`src/rtl/sr_pkg.sv`:
```
// Shared types and default sizing for the SR flop bank driver.
package sr_pkg;

    typedef enum logic [1:0] {
        IDLE   = 2'd0,
        DRIVE  = 2'd1,
        SETTLE = 2'd2,
        CHECK  = 2'd3
    } sr_drv_state_t;

    localparam int SR_DRV_WIDTH     = 8;
    localparam int SR_DRV_PULSE_CYC = 2;
    localparam int SR_DRV_MAX_RETRY = 3;

endpackage

```
`src/rtl/sr_bank_driver.sv`:
```
// Sequencer that turns "write this value" requests into set/reset pulses
// for a bank of SR flops. Set and reset are derived from disjoint halves of
// the masked target, so no bit ever sees both asserted.
// Optional read-back verification with retries is enabled by defining
// SR_DRV_VERIFY_EN; without it the sequence ends after the settle cycle.
module sr_bank_driver
    import sr_pkg::*;
#(
    parameter int WIDTH     = SR_DRV_WIDTH,
    parameter int PULSE_CYC = SR_DRV_PULSE_CYC,
    parameter int MAX_RETRY = SR_DRV_MAX_RETRY
) (
    input  logic             clk,
    input  logic             rst_n,
    input  logic             req_valid,
    output logic             req_ready,
    input  logic [WIDTH-1:0] req_target,
    input  logic [WIDTH-1:0] req_mask,
    input  logic [WIDTH-1:0] q_fb,
    output logic [WIDTH-1:0] s,
    output logic [WIDTH-1:0] r,
    output logic             busy,
    output logic             done,
    output logic             err
);

    localparam int PULSE_W = (PULSE_CYC > 0) ? $clog2(PULSE_CYC + 1) : 1;
    localparam int RETRY_W = (MAX_RETRY > 0) ? $clog2(MAX_RETRY + 1) : 1;
    localparam logic [PULSE_W-1:0] PULSE_LAST = PULSE_W'(PULSE_CYC);
    localparam logic [PULSE_W-1:0] PULSE_ONE  = PULSE_W'(1);

    sr_drv_state_t    state_q, state_d;
    logic [WIDTH-1:0] target_q, target_d;
    logic [WIDTH-1:0] mask_q, mask_d;
    logic [PULSE_W-1:0] pulse_cnt_q, pulse_cnt_d;
    logic [WIDTH-1:0] s_q, s_d;
    logic [WIDTH-1:0] r_q, r_d;
    logic             done_q, done_d;

`ifdef SR_DRV_VERIFY_EN
    localparam logic [RETRY_W-1:0] RETRY_LIMIT = RETRY_W'(MAX_RETRY);
    logic [RETRY_W-1:0] retry_cnt_q, retry_cnt_d;
    logic               err_q, err_d;
    logic [WIDTH-1:0]   mismatch;

    assign mismatch = (q_fb ^ target_q) & mask_q;
    assign err      = err_q;
`else
    logic [WIDTH-1:0]   unused_q_fb;
    logic [RETRY_W-1:0] unused_retry_limit;

    assign unused_q_fb        = q_fb;
    assign unused_retry_limit = RETRY_W'(MAX_RETRY);
    assign err                = 1'b0;
`endif

    assign req_ready = (state_q == IDLE);
    assign busy      = (state_q != IDLE);
    assign s         = s_q;
    assign r         = r_q;
    assign done      = done_q;

    // Next-state sequencing, request capture and the registered s/r/done/err values.
    always_comb begin
        state_d     = state_q;
        target_d    = target_q;
        mask_d      = mask_q;
        pulse_cnt_d = pulse_cnt_q;
        done_d      = 1'b0;
`ifdef SR_DRV_VERIFY_EN
        retry_cnt_d = retry_cnt_q;
        err_d       = 1'b0;
`endif
        case (state_q)
            IDLE: begin
                if (req_valid) begin
                    target_d    = req_target;
                    mask_d      = req_mask;
                    pulse_cnt_d = PULSE_ONE;
`ifdef SR_DRV_VERIFY_EN
                    retry_cnt_d = '0;
`endif
                    state_d     = DRIVE;
                end
            end
            DRIVE: begin
                if (pulse_cnt_q == PULSE_LAST) begin
                    state_d = SETTLE;
                end else begin
                    pulse_cnt_d = pulse_cnt_q + PULSE_ONE;
                end
            end
            SETTLE: begin
`ifdef SR_DRV_VERIFY_EN
                state_d = CHECK;
`else
                state_d = IDLE;
                done_d  = 1'b1;
`endif
            end
            CHECK: begin
`ifdef SR_DRV_VERIFY_EN
                if (mismatch == '0) begin
                    state_d = IDLE;
                    done_d  = 1'b1;
                end else if (retry_cnt_q < RETRY_LIMIT) begin
                    retry_cnt_d = retry_cnt_q + RETRY_W'(1);
                    pulse_cnt_d = PULSE_ONE;
                    state_d     = DRIVE;
                end else begin
                    state_d = IDLE;
                    err_d   = 1'b1;
                end
`else
                state_d = IDLE;
`endif
            end
            default: state_d = IDLE;
        endcase

        s_d = '0;
        r_d = '0;
        if (state_d == DRIVE) begin
            s_d = mask_d & target_d;
            r_d = mask_d & ~target_d;
        end
    end

    // State and output registers; reset clears pulses immediately.
    always_ff @(posedge clk or negedge rst_n) begin
        if (!rst_n) begin
            state_q     <= IDLE;
            target_q    <= '0;
            mask_q      <= '0;
            pulse_cnt_q <= '0;
            s_q         <= '0;
            r_q         <= '0;
            done_q      <= 1'b0;
`ifdef SR_DRV_VERIFY_EN
            retry_cnt_q <= '0;
            err_q       <= 1'b0;
`endif
        end else begin
            state_q     <= state_d;
            target_q    <= target_d;
            mask_q      <= mask_d;
            pulse_cnt_q <= pulse_cnt_d;
            s_q         <= s_d;
            r_q         <= r_d;
            done_q      <= done_d;
`ifdef SR_DRV_VERIFY_EN
            retry_cnt_q <= retry_cnt_d;
            err_q       <= err_d;
`endif
        end
    end

endmodule

```
`config.mk`:
```
export PLATFORM = sky130hd
export DESIGN_NAME = sr_bank_driver
export DESIGN_NICKNAME = d
export VERILOG_FILES = /design/src/rtl/sr_pkg.sv /design/src/rtl/sr_bank_driver.sv
export SDC_FILE = /design/constraint.sdc
export NUM_CORES = 1
export LEC_CHECK = 0
export CAP_MARGIN = 40
export CORE_UTILIZATION = 50
export DETAILED_ROUTE_END_ITERATION = 7
export GPL_TIMING_DRIVEN = 0
export PLACE_DENSITY = 0.87
export SKIP_CTS_REPAIR_TIMING = 1
export SYNTH_ARGS = -nofsm -noshare
export SYNTH_HDL_FRONTEND = slang
export SYNTH_SLANG_ARGS = --single-unit
export TNS_END_PERCENT = 50
```
`constraint.sdc`:
```
create_clock -name clk -period 2.9 [get_ports clk]
set_clock_uncertainty 0.15 [all_clocks]
set_input_delay 0.725 -clock clk [delete_from_list [all_inputs] [get_ports clk]]
set_output_delay 0.725 -clock clk [all_outputs]
set_load 0.02 [all_outputs]
```
Word-level counts from Yosys, hierarchy flattened
Index checks and enable logic that the tools add are counted.
Word-level totals
  output and inout port bits: 20
  word-level logic and storage cells: 36
  flip-flop bits (word level): 37
  input bits: 27
Cells by class
  reduce and logical (&&, ||, !) cells: 5
  add/subtract/negate cells: 1
  equality and inequality tests: 7
  mux-type cells: 13
  bitwise gates (word level): 3
Operator list (count)
  $mux 8: 6
  $and 8x8->8: 2
  $mux 2: 4
  $not 8->8: 1
  $eq 2x2->1 const B: 3
  $pmux 2 s3: 1
  $eq 2x1->1 const B: 2
  $ne 2x2->1 const B: 2
  $pmux 2 s2: 1
  $reduce_bool 2->1: 2
  $reduce_and 3->1: 1
  $add 2x1->2 const B: 1
  $logic_not 2->1: 1
  $reduce_or 2->1: 1
  $mux 1: 1

Longest topological paths before layout
  depth in word-level cells: 5
  gate-level depth with buffers: 7
  mapped depth without buffers: 5

Worst setup path before layout
OpenSTA, ideal clock, no wires.
  path type: register to output
  start point: register state_q[0]
  end point: output port req_ready
  path slack: 1.043 ns
  path buffers: 1
  arrival time: 0.982 ns
  stages on the path, launching flop included: 4
  required time: 2.025 ns
  cell sequence: dfrtp_1 -> buf_6 -> or2_2 -> inv_1
Between the ends
  cells in the longest elaborated chain, start to end: 1
RTL lines
  start: declaration: RTL line sr_bank_driver.sv:32  | sr_drv_state_t state_q, state_d;
  start signal: assignment: RTL line sr_bank_driver.sv:144  | state_q <= state_d;
  $logic_not 2->1: RTL line sr_bank_driver.sv:57  | assign req_ready = (state_q == IDLE);
  end: declaration: RTL line sr_bank_driver.sv:16  | output logic req_ready,
No other way between the ends.

Worst setup path in the final report
  start point: register state_q[1]
  end point: output port req_ready
The elaborated chain is that of the path after synthesis.

==> flow_summary.json <==
{
  "worstReg2RegStart": "pulse_cnt_q[0]$_DFFE_PN0P_",
  "globalplace.congestion": 0.779,
  "drv_cap": 0,
  "ys_ff_latch": 37,
  "vdd_ir_drop_max_mv": 0.461,
  "worstPathMaxFanout": 9,
  "hold_viol": 0,
  "ys_seq_area_frac": 0.577,
  "routedWlPerCell_um": 14.0,
  "hold_class": "input port to asynchronous set/reset pin",
  "p_total_mw": 2.12,
  "worstSetupPathType": "register to output port",
  "htreeDepth": 2,
  "coreArea_um2": 3050,
  "min_period_ns": 2.68,
  "tightest_slew_ns": 0.805,
  "p_leak_nw": 0.977,
  "max_slew_margin": 0.463,
  "grt_pass1_vias": 1308,
  "vias_per_cell": 5.29,
  "ys_types": 23,
  "endpoint_kind": "output port",
  "cts_num_sinks": 37,
  "syn_area_per_cell_um2": 9.85,
  "portBuffers": 37,
  "post-route-drc-count": 0,
  "finalSetupTns_ns": 0,
  "power_density_nw_per_um2": 1020,
  "post-route-util": 0.682,
  "die_h_um": 58.7,
  "crit_arrival_ns": 1.80,
  "startpoint": "state_q[1]$_DFF_PN0_",
  "placed_area_um2": 2030,
  "setup-violations-final": 0,
  "overflow": 0,
  "final_common_cell": "nand2_1",
  "final_cell_mix": "nand2_1 (48), dfrtp_1 (37), clkdlybuf4s50_1 (36)",
  "synth_area_um2": 1610,
  "slew_violations": 0,
  "grt_pass1_wl_mm": 5.61,
  "fillers": 246,
  "chipWidth_um": 58.7,
  "num_io_pins": 47,
  "initialDrtViolationCount": 45,
  "ctsLongestPathBuffers": 2,
  "root_buffer": "clkbuf_4",
  "clk_latency_ns": 0.34,
  "drive_above_1_share": 0.101,
  "rsz0062_at_grt": "false",
  "cts_tree": "built",
  "synth_cells": 163,
  "instances_no_fill": 251,
  "cp.required_ns": 2.03,
  "outcome": "complete, no violations",
  "dp_hpwl_mm": 2.49,
  "antenna_cells": 0,
  "grt_max_degree": 38,
  "row_count": 20,
  "syn_nets": 191,
  "drt_wl_total_mm": 3.51,
  "max_freq_ghz": 0.373,
  "synthToLayoutAreaGrowth_pct": 29.6,
  "dp_cells": 244,
  "postRouteAntennaNets": 0,
  "clk_pin_slew_ns": 0.10,
  "ys_warn_count": 0,
  "antenna_found_initial": 0,
  "stdcell_area_um2": 2080,
  "grt_use_total": 0.225,
  "vias": 1329,
  "min_period_over_period": 0.924,
  "fin_nets": 235,
  "cts_made_buffers": 5,
  "dieArea_um2": 3440,
  "start_util": 0.526,
  "rr_worst_depth": 7,
  "drtPass1Iterations": 4,
  "critPathLaunchType": "register"
}
==> final cells by class <==
cell class | instances | area [um2] | area share
Buffer | 11 | 82.6 | 0.0397
Clock buffer | 7 | 55.1 | 0.0265
Inverter | 3 | 11.3 | 0.00541
Multi-Input combinational cell | 112 | 586 | 0.281
Sequential cell | 37 | 926 | 0.445
Tap cell | 44 | 55.1 | 0.0265
Timing Repair Buffer | 37 | 365 | 0.176
==> synth_stat cells <==
cell | n | area share
nand2_1 | 48 | 0.11
dfrtp_1 | 37 | 0.58
a21oi_1 | 16 | 0.050
nand3_1 | 16 | 0.050
nand3b_1 | 16 | 0.075
buf_2 | 6 | 0.019
buf_6 | 4 | 0.028
inv_1 | 3 | 0.0070
a21o_1 | 2 | 0.0094
nand2b_1 | 2 | 0.0078
a22oi_1 | 1 | 0.0047
and3b_1 | 1 | 0.0055
buf_4 | 1 | 0.0047
conb_1 | 1 | 0.0023
ha_1 | 1 | 0.0078
mux2_2 | 1 | 0.0070
nor2_1 | 1 | 0.0023
nor2b_1 | 1 | 0.0039
nor3b_2 | 1 | 0.0078
nor4b_1 | 1 | 0.0055
o21bai_1 | 1 | 0.0047
or2_2 | 1 | 0.0039
or3b_1 | 1 | 0.0055
==> kinds of logic (layout without fill, tap and decap cells) <==
group	Yosys count	after routing	share of synthesized area
flip-flops	37	37	0.577
AO/OA/AOI/OAI	20	20	0.0686
AND/OR/NAND/NOR	89	89	0.279
other	1	1	0.00234
multiplexers	1	1	0.00701
adder cells (fa/ha/maj)	1	1	0.00779
buffers and inverters	14	58	0.0585
==> metal layers <==
metal,vias to the layer above,routed length (um),global-route usage
met1,647,1460,0.245
met2,43,1830,0.406
li1,631,-,-
met5,-,0,0
met4,0,61,0.116
met3,8,150,0.0527
==> path summary, 6_finish.rpt <==
| check | slack [ns] | end |
|---|---|---|
| worst max-delay path | 0.22 | req_ready |
| worst min-delay path | 0.31 | r[7]$_DFF_PN0_ |
| worst max register to register | 1.14 | s[0]$_DFF_PN0_ |
| worst min register to register | 0.35 | target_q[5]$_DFF_PN0_ |
| max in group asynchronous | 1.78 | target_q[3]$_DFF_PN0_ |
| min in group clk | 0.35 | target_q[5]$_DFF_PN0_ |
==> power breakdown <==
part	internal [mW]	total [mW]	switching, mW
logic	0.453	0.992	0.539
registers	0.733	0.855	0.122
clock network	0.114	0.272	0.158
==> state kept, by name (all words and copies together), names as in the netlist <==
signal,flops
r,8
pulse_cnt_q,2
done,1
target_q,8
state_q,2
s,8
mask_q,8
==> worst max-delay path, cell delays in order (launching register included) <==
cell and delay (ns):
dfrtp_1 0.48, or2_2 0.34, inv_1 0.06, clkdlybuf4s50_1 0.60
==> stage by stage <==
stage	hold WS [ns]	setup WS, ns
final	0.313	0.222
after global routing	0.360	0.146
after global placement	0.312	0.239
after CTS	0.336	0.206
after detailed placement	0.324	0.537
after floorplan	0.279	1.04
No activity file was read; power rests on OpenSTA's default activity.
